## src/rtl/spike_count_decoder.sv

```systemverilog
// Spike-count output decoder: per-neuron counters over one window,
// then a sequential argmax presented with a valid/ack handshake.
module spike_count_decoder #(
  parameter int N_OUT        = 2,
  parameter int N_CYCLES     = 10,
  parameter int CYCLES_CNT_W = 5,
  parameter int SPK_CNT_W    = 5
) (
  input  logic                       clk,
  input  logic                       rst,
  input  logic                       frame_start,
  input  logic                       in_valid,
  input  logic [N_OUT-1:0]           in_spikes,
  input  logic                       result_ack,
  output logic                       busy,
  output logic                       class_valid,
  output logic [$clog2(N_OUT)-1:0]   class_idx,
  output logic                       tie,
  output logic                       no_spike,
  output logic [N_OUT*SPK_CNT_W-1:0] counts
);

  localparam int IDX_W = $clog2(N_OUT);
  localparam int K_W   = $clog2(N_OUT + 1);
  localparam logic [SPK_CNT_W-1:0] CNT_MAX = '1;
  localparam logic [CYCLES_CNT_W-1:0] T_LAST =
    CYCLES_CNT_W'(N_CYCLES - 1);
  localparam logic [K_W-1:0] K_FIN = K_W'(N_OUT);

  typedef enum logic [1:0] {
    IDLE, ACCUM, DECIDE, DONE
  } state_t;

  state_t state_q, state_d;

  logic [SPK_CNT_W-1:0]    cnt_q [N_OUT];
  logic [SPK_CNT_W-1:0]    cnt_d [N_OUT];
  logic [CYCLES_CNT_W-1:0] tcnt_q, tcnt_d;
  logic [K_W-1:0]          k_q, k_d;
  logic [IDX_W-1:0]        best_idx_q, best_idx_d;
  logic [SPK_CNT_W-1:0]    best_cnt_q, best_cnt_d;
  logic                    tie_r_q, tie_r_d;
  logic [IDX_W-1:0]        idx_q, idx_d;
  logic                    tie_q, tie_d;
  logic                    nsp_q, nsp_d;
  logic [SPK_CNT_W-1:0]    cur_cnt;
  logic                    last_step;
  logic                    scan_fin;

  assign last_step = in_valid && (tcnt_q == T_LAST);
  assign scan_fin  = (k_q == K_FIN);

  always_ff @(posedge clk) begin
    if (rst) state_q <= IDLE;
    else     state_q <= state_d;
  end

  always_comb begin
    state_d = state_q;
    unique case (state_q)
      IDLE:
        if (frame_start) state_d = ACCUM;
      ACCUM:
        if (frame_start)    state_d = ACCUM;
        else if (last_step) state_d = DECIDE;
      DECIDE:
        if (frame_start)   state_d = ACCUM;
        else if (scan_fin) state_d = DONE;
      DONE:
        if (frame_start)     state_d = ACCUM;
        else if (result_ack) state_d = IDLE;
      default: state_d = IDLE;
    endcase
  end

  always_comb begin
    busy        = (state_q == ACCUM) ||
                  (state_q == DECIDE);
    class_valid = (state_q == DONE);
    class_idx   = idx_q;
    tie         = tie_q;
    no_spike    = nsp_q;
  end

  always_comb begin
    cur_cnt = '0;
    for (int i = 0; i < N_OUT; i++)
      if (k_q == K_W'(i)) cur_cnt = cnt_q[i];
  end

  // One extra finalize step after the scan latches the result,
  // so the presented outputs never show intermediate scan values.
  always_comb begin
    cnt_d      = cnt_q;
    tcnt_d     = tcnt_q;
    k_d        = k_q;
    best_idx_d = best_idx_q;
    best_cnt_d = best_cnt_q;
    tie_r_d    = tie_r_q;
    idx_d      = idx_q;
    tie_d      = tie_q;
    nsp_d      = nsp_q;
    if (frame_start) begin
      for (int i = 0; i < N_OUT; i++) cnt_d[i] = '0;
      tcnt_d = '0;
      k_d    = '0;
    end else begin
      unique case (state_q)
        ACCUM: begin
          if (in_valid) begin
            for (int i = 0; i < N_OUT; i++)
              if (in_spikes[i] && cnt_q[i] != CNT_MAX)
                cnt_d[i] = cnt_q[i] + 1'b1;
            tcnt_d = tcnt_q + 1'b1;
            k_d    = '0;
          end
        end
        DECIDE: begin
          if (scan_fin) begin
            nsp_d = (best_cnt_q == '0);
            idx_d = nsp_d ? '0 : best_idx_q;
            tie_d = nsp_d ? 1'b1 : tie_r_q;
          end else begin
            if (k_q == '0) begin
              best_idx_d = '0;
              best_cnt_d = cur_cnt;
              tie_r_d    = 1'b0;
            end else if (cur_cnt > best_cnt_q) begin
              best_idx_d = IDX_W'(k_q);
              best_cnt_d = cur_cnt;
              tie_r_d    = 1'b0;
            end else if (cur_cnt == best_cnt_q) begin
              tie_r_d = 1'b1;
            end
            k_d = k_q + 1'b1;
          end
        end
        default: ;
      endcase
    end
  end

  always_ff @(posedge clk) begin
    if (rst) begin
      for (int i = 0; i < N_OUT; i++) cnt_q[i] <= '0;
      tcnt_q     <= '0;
      k_q        <= '0;
      best_idx_q <= '0;
      best_cnt_q <= '0;
      tie_r_q    <= 1'b0;
      idx_q      <= '0;
      tie_q      <= 1'b0;
      nsp_q      <= 1'b0;
    end else begin
      for (int i = 0; i < N_OUT; i++) cnt_q[i] <= cnt_d[i];
      tcnt_q     <= tcnt_d;
      k_q        <= k_d;
      best_idx_q <= best_idx_d;
      best_cnt_q <= best_cnt_d;
      tie_r_q    <= tie_r_d;
      idx_q      <= idx_d;
      tie_q      <= tie_d;
      nsp_q      <= nsp_d;
    end
  end

  for (genvar g = 0; g < N_OUT; g++) begin : g_cnt
    assign counts[g*SPK_CNT_W +: SPK_CNT_W] = cnt_q[g];
  end

endmodule

```

## config.mk

```make
export PLATFORM = sky130hd
export DESIGN_NAME = spike_count_decoder
export DESIGN_NICKNAME = d
export VERILOG_FILES = /design/src/rtl/spike_count_decoder.sv
export SDC_FILE = /design/constraint.sdc
export NUM_CORES = 1
export LEC_CHECK = 0
export BUFFER_PORTS_ARGS = -buffer_cell sky130_fd_sc_hd__clkbuf_2
export CAP_MARGIN = 20
export CORE_ASPECT_RATIO = 0.8
export CORE_MARGIN = 4
export CORE_UTILIZATION = 56
export DETAILED_ROUTE_END_ITERATION = 8
export PLACE_DENSITY_LB_ADDON = 0.08
export SYNTH_ARGS = -nofsm -noshare
export SYNTH_HDL_FRONTEND = slang
export SYNTH_SLANG_ARGS = --single-unit
```

## constraint.sdc

```tcl
create_clock -name clk -period 3.3 [get_ports clk]
set_input_delay 0.495 -clock clk [delete_from_list [all_inputs] [get_ports clk]]
set_output_delay 0.495 -clock clk [all_outputs]
set_load 0.01 [all_outputs]
```

# After elaboration in Yosys (flattened, before gate mapping)
# Cells that the tools add are included.
# totals
latch_bits,0
ff_bits,29
romBits,0
n_memories,0
in_bits,7
wordCells,74
ram_bits,0
# op_classes
n_bitwise,2
mul,0
magnitude_cmp,1
n_div,0
addsub,4
reduce_logical,19
mux,22
shift,0
n_eq_ne,15
# op_table
cell,n
$mux 5,4
$mux 2,9
$add 5x1->5 const B,3
$reduce_and 3->1,4
$reduce_and 4->1,3
$ne 5x5->1 const B,2
$ne 3x3->1 const B,3
$pmux 2 s4,1
$mux 1,7
$eq 2x2->1 const B,3
$ne 2x2->1 const B,3
$eq 5x4->1 const B,1
$eq 5x5->1,1
$gt 5x5->1,1
$logic_not 5->1,1
$eq 2x1->1 const B,2
$logic_not 2->1,2
$pmux 2 s2,1
$reduce_bool 2->1,2
$logic_and 1x1->1,3
$reduce_bool 3->1,1
$add 2x1->2 const B,1
$not 1->1,2
$reduce_and 2->1,1
2 further kinds,2

# Longest topological paths before layout
# depth
ltp_word,7
depth_mapped,10
ltp_nobuf,9

# Worst setup path after synthesis
# No wires, ideal clock.
# synth_path
kind,register to register
startpoint,reg k_q[1]
endpoint,reg best_cnt_q[0]
required_time_ns,3.179
t_arrival_ns,2.299
synth_period_minus_slack_ns,2.419
path_buffers,1
setup_time_ns,0.121
path_stages_with_launch,11
path_slack_ns,0.881
cell_sequence,dfxtp_1 > inv_1 > ha_1 > clkbuf_1 > and3b_1 > a21oi_1 > ha_1 > nand2b_1 > a211o_1 > a21oi_2 > mux2_2
# synth_via
elab_chain_cells,6
# synth_lines
element,line_no,text
start: declaration,39,"logic [K_W-1:0] k_q, k_d;"
start signal: assignment,157,k_q <= k_d;
$logic_not 2->1,"88, 124",
$mux 5 (2 in series),88,if (k_q == K_W'(i)) cur_cnt = cnt_q[i];
$gt 5x5->1,128,end else if (cur_cnt > best_cnt_q) begin
$reduce_bool 2->1 (no line),--,
$reduce_and 4->1 (no line),--,
end signal: assignment,159,best_cnt_q <= best_cnt_d;
end: declaration,41,"logic [SPK_CNT_W-1:0] best_cnt_q, best_cnt_d;"
# Several ways; a longest one is shown, not always the timed one. The select of a mux whose other input is x is not followed.
# A chain may end at the register's enable or synchronous reset.

# Final worst setup path
# layout_path
startpoint,reg k_q[0]
endpoint,reg best_cnt_q[0]
# layout_via
elab_chain_cells,6
# layout_lines
element,line_no,text
$logic_not 2->1,88,
$mux 5,88,
$mux 5 (*),88,
named net cur_cnt[4],46,logic [SPK_CNT_W-1:0] cur_cnt;
$gt 5x5->1 (*),128,
$reduce_bool 2->1 (no line) (*),--,
$reduce_and 4->1 (no line) (*),--,
# The timed path passes the listed nets; every way through them passes the cells marked *. The select of a mux whose other input is x is not followed.

==> results.py <==
metrics = {
    "floorplan": {
        "io_pins": 22,
        "placementRows": 17,
        "core_region_area_um2": 2790,
        "die_x_um": 68.7,
        "start_util_pct": 59.3,
        "dieArea_um2": 3890,
        "die_h_um": 56.6,
    },
    "final_layout": {
        "postLayoutCellArea_um2": 1860,
        "final_cells": 255,
        "fillCellCount": 245,
        "finish.utilization_pct": 66.7,
        "drive_gt1_share_pct": 14.3,
        "synthToLayoutAreaGrowth_pct": 12.5,
        "antenna_cells": 0,
        "nets": 242,
    },
    "clock_tree": {
        "h-tree-depth": 2,
        "cts_tree": "yes",
        "clock_latency_ns": 0.28,
        "postCtsSetupBuffers": 0,
        "cts_hold_buffers": 0,
        "path_clk_slew_ns": 0.06,
        "cts_root_buffer": "clkbuf_8",
        "cts_resized": 0,
        "cts.sinks": 29,
        "clockBufferDepth": 2,
        "cts_buffers": 5,
    },
    "synthesis": {
        "syn_inst": 195,
        "synthArstFlopShare_pct": 0,
        "synthMuxAreaShare_pct": 5.00,
        "syn_area_per_cell_um2": 8.47,
        "synth_top_cell_by_area": "dfxtp_1",
        "ys.warnings.count": 0,
        "synth-seq-cells": 29,
        "synth_simple_gate_area_share_pct": 24.7,
        "synth_top_area_share_pct": 35.2,
        "synth_area_leaders": "dfxtp_1, ha_1, nand2_1",
        "synth_compound_area_share_pct": 11.1,
        "synthXorXnorAreaFrac_pct": 5.30,
        "synthAdderAreaFrac_pct": 14.4,
        "ys_seq_area_share_pct": 35.2,
        "syn_nets": 221,
        "synth_top_family_by_area": "simple AND/OR/NAND/NOR gates",
        "synth_edf_count": 0,
        "synth-main-ff-cell": "dfxtp_1",
        "synth_area_um2": 1650,
        "synth.distinct_cells": 39,
    },
    "placement": {
        "io_buffers": 21,
        "dp.cells": 247,
        "place_congestion": 0.810,
        "postPlaceCellArea_um2": 1780,
        "detailed_place_hpwl_um": 2500,
    },
    "power": {
        "peakVddDrop_mv": 0.213,
        "power_density_nw_per_um2": 370,
        "p_leak_nw": 0.769,
    },
    "grt": {
        "grt_max_degree": 19,
        "antenna_found_initial": 0,
        "track_usage_pct": 19.2,
        "grt_first_pass_wirelength_um": 5670,
        "grt_pass1_vias": 1333,
        "grt.overflow.total": 0,
    },
    "sta": {
        "slew_headroom_pct": 68.5,
        "setup_viol": 0,
        "clock.fmax_mhz": 385,
        "hold_viol": 0,
        "period_minus_slack_ns": 2.60,
        "period_share_pct": 78.7,
        "worstMarginPinSlew_ns": 0.472,
        "setup_tns_ns": 0,
        "rsz0062_at_grt": "false",
        "slew_violations": 0,
        "skew_ns": 0.00527,
    },
    "setup_path": {
        "required_ns": 3.47,
        "r2r_setup_slack_ns": 0.70,
        "cp_slowest_cell": "a21oi_2",
        "worst-path-max-fanout": 8,
        "start_kind": "flop",
        "max_stage_delay_ns": 0.40,
        "arrival_ns": 2.77,
        "worstPathCellList": "inv_1 > ha_1 > nand2_1 > o21ai_0 > ha_1 > nand2_1 > a211o_1 > a21oi_2 > mux2_2",
        "critical_path_class": "reg2reg",
        "cp-end-kind": "flop",
    },
    "drt": {
        "wl_per_cell_um": 13.0,
        "detail-route-antenna-nets": 0,
        "wl_um": 3310,
        "m1WireLength_um": 1580,
        "drc": 0,
        "dr.pass1.iters": 5,
        "wl_met3_um": 152,
        "wl_met2_um": 1510,
        "vias_per_cell": 5.44,
        "drt-initial-drc-count": 54,
        "routed.top_layer": "met4",
        "via_count": 1387,
    },
    "run": {
        "cap_violations": 0,
    },
    "worst_hold_path": {
        "hp-class": "reg2reg",
    },
    "outcome": {
        "status": "complete, no violations",
    },
}
-- per-stage QoR --
step / hold slack [ns] / power [mW] / setup WS, ns
after floorplan: 0.447 / 0.407 / 0.881
after global placement: 0.444 / 0.420 / 0.837
after detailed placement: 0.470 / 0.423 / 0.724
after CTS: 0.478 / 0.694 / 0.693
after global routing: 0.506 / 0.719 / 0.543
final: 0.478 / 0.687 / 0.703
-- area by class of cell --
cell class              instances  area (µm²)  area share [%]
multi-input cells             147        1000            53.8
flip-flops and latches         29         581            31.2
repair buffers                 21         105            5.66
clock buffers                   8        80.1            4.31
well taps                      38        47.5            2.56
inverters                      12        45.0            2.42
-- worst paths after layout --
path              cells past startpoint  startpoint       endpoint
setup / recovery                      9      k_q[0]  best_cnt_q[0]
hold / removal                        2    no_spike       no_spike
setup reg to reg                      9      k_q[0]  best_cnt_q[0]
hold reg to reg                       2    no_spike       no_spike
-- routing by layer --
layer  track usage (%)  up-vias
li1                  -      710
met1              23.1      642
met2              31.2       27
met3              5.40        8
met4              8.89        0
met5                 0        -
-- flip-flops by register name, summed over array words and instances (netlist names) --
register,cells
counts,10
best_cnt_q,5
tcnt_q,5
k_q,2
state_q,2
best_idx_q,1
class_idx,1
no_spike,1
tie,1
tie_r_q,1
-- critical path, delay by kind of cell (launching register included) --
kind,cells,cell delay [ns]
AO/OA/AOI/OAI,3,0.81
adder cells (fa/ha/maj),2,0.62
multiplexers,1,0.38
AND/OR/NAND/NOR,2,0.20
flip-flops,1,0.37
buffers and inverters,1,0.10
-- report_power, final --
part / internal (mW) / leakage, nW / switching [mW] / total [mW]
Combinational: 0.0232 / 0.496 / 0.0348 / 0.0580
Clock: 0.149 / 0.0395 / 0.121 / 0.271
Sequential: 0.354 / 0.234 / 0.00441 / 0.358
-- cell usage after synthesis, types with 3 or more instances --
| cell type | instances |
|---|---|
| nor2_1 | 22 |
| dfxtp_1 | 29 |
| nand2b_1 | 10 |
| mux2i_1 | 6 |
| clkbuf_1 | 6 |
| ha_1 | 19 |
| nand3b_1 | 3 |
| a21oi_1 | 10 |
| nand4_1 | 4 |
| xor2_1 | 7 |
| o21ai_0 | 7 |
| nand2_1 | 24 |
| xnor2_1 | 3 |
| inv_1 | 11 |
-- kinds of logic after synthesis --
| logic type | Yosys count |
|---|---|
| simple gates | 81 |
| compound gates | 29 |
| flops | 29 |
| buf+inv | 19 |
| fa+ha+maj | 19 |
| xor+xnor | 10 |
| mux | 8 |
-- cells in the final DEF, fill, tap and decap left out, types with 2 or more instances in the layout --
cell / instances
xor2_1: 7
a211oi_1: 2
nor2b_1: 2
and3_1: 2
dfxtp_1: 29
o31ai_1: 2
nor3_1: 2
nand4_1: 4
clkbuf_2: 21
o21ai_0: 7
clkbuf_1: 3
mux2_2: 2
clkbuf_8: 5
xnor2_1: 3
inv_1: 11
and4b_1: 2
nand2_1: 24
a21oi_1: 10
or3_1: 2
nand3b_1: 3
ha_1: 19
nand2b_1: 10
or4_1: 2
nor2_1: 22
mux2i_1: 6
No activity file was read; power rests on OpenSTA's default activity.
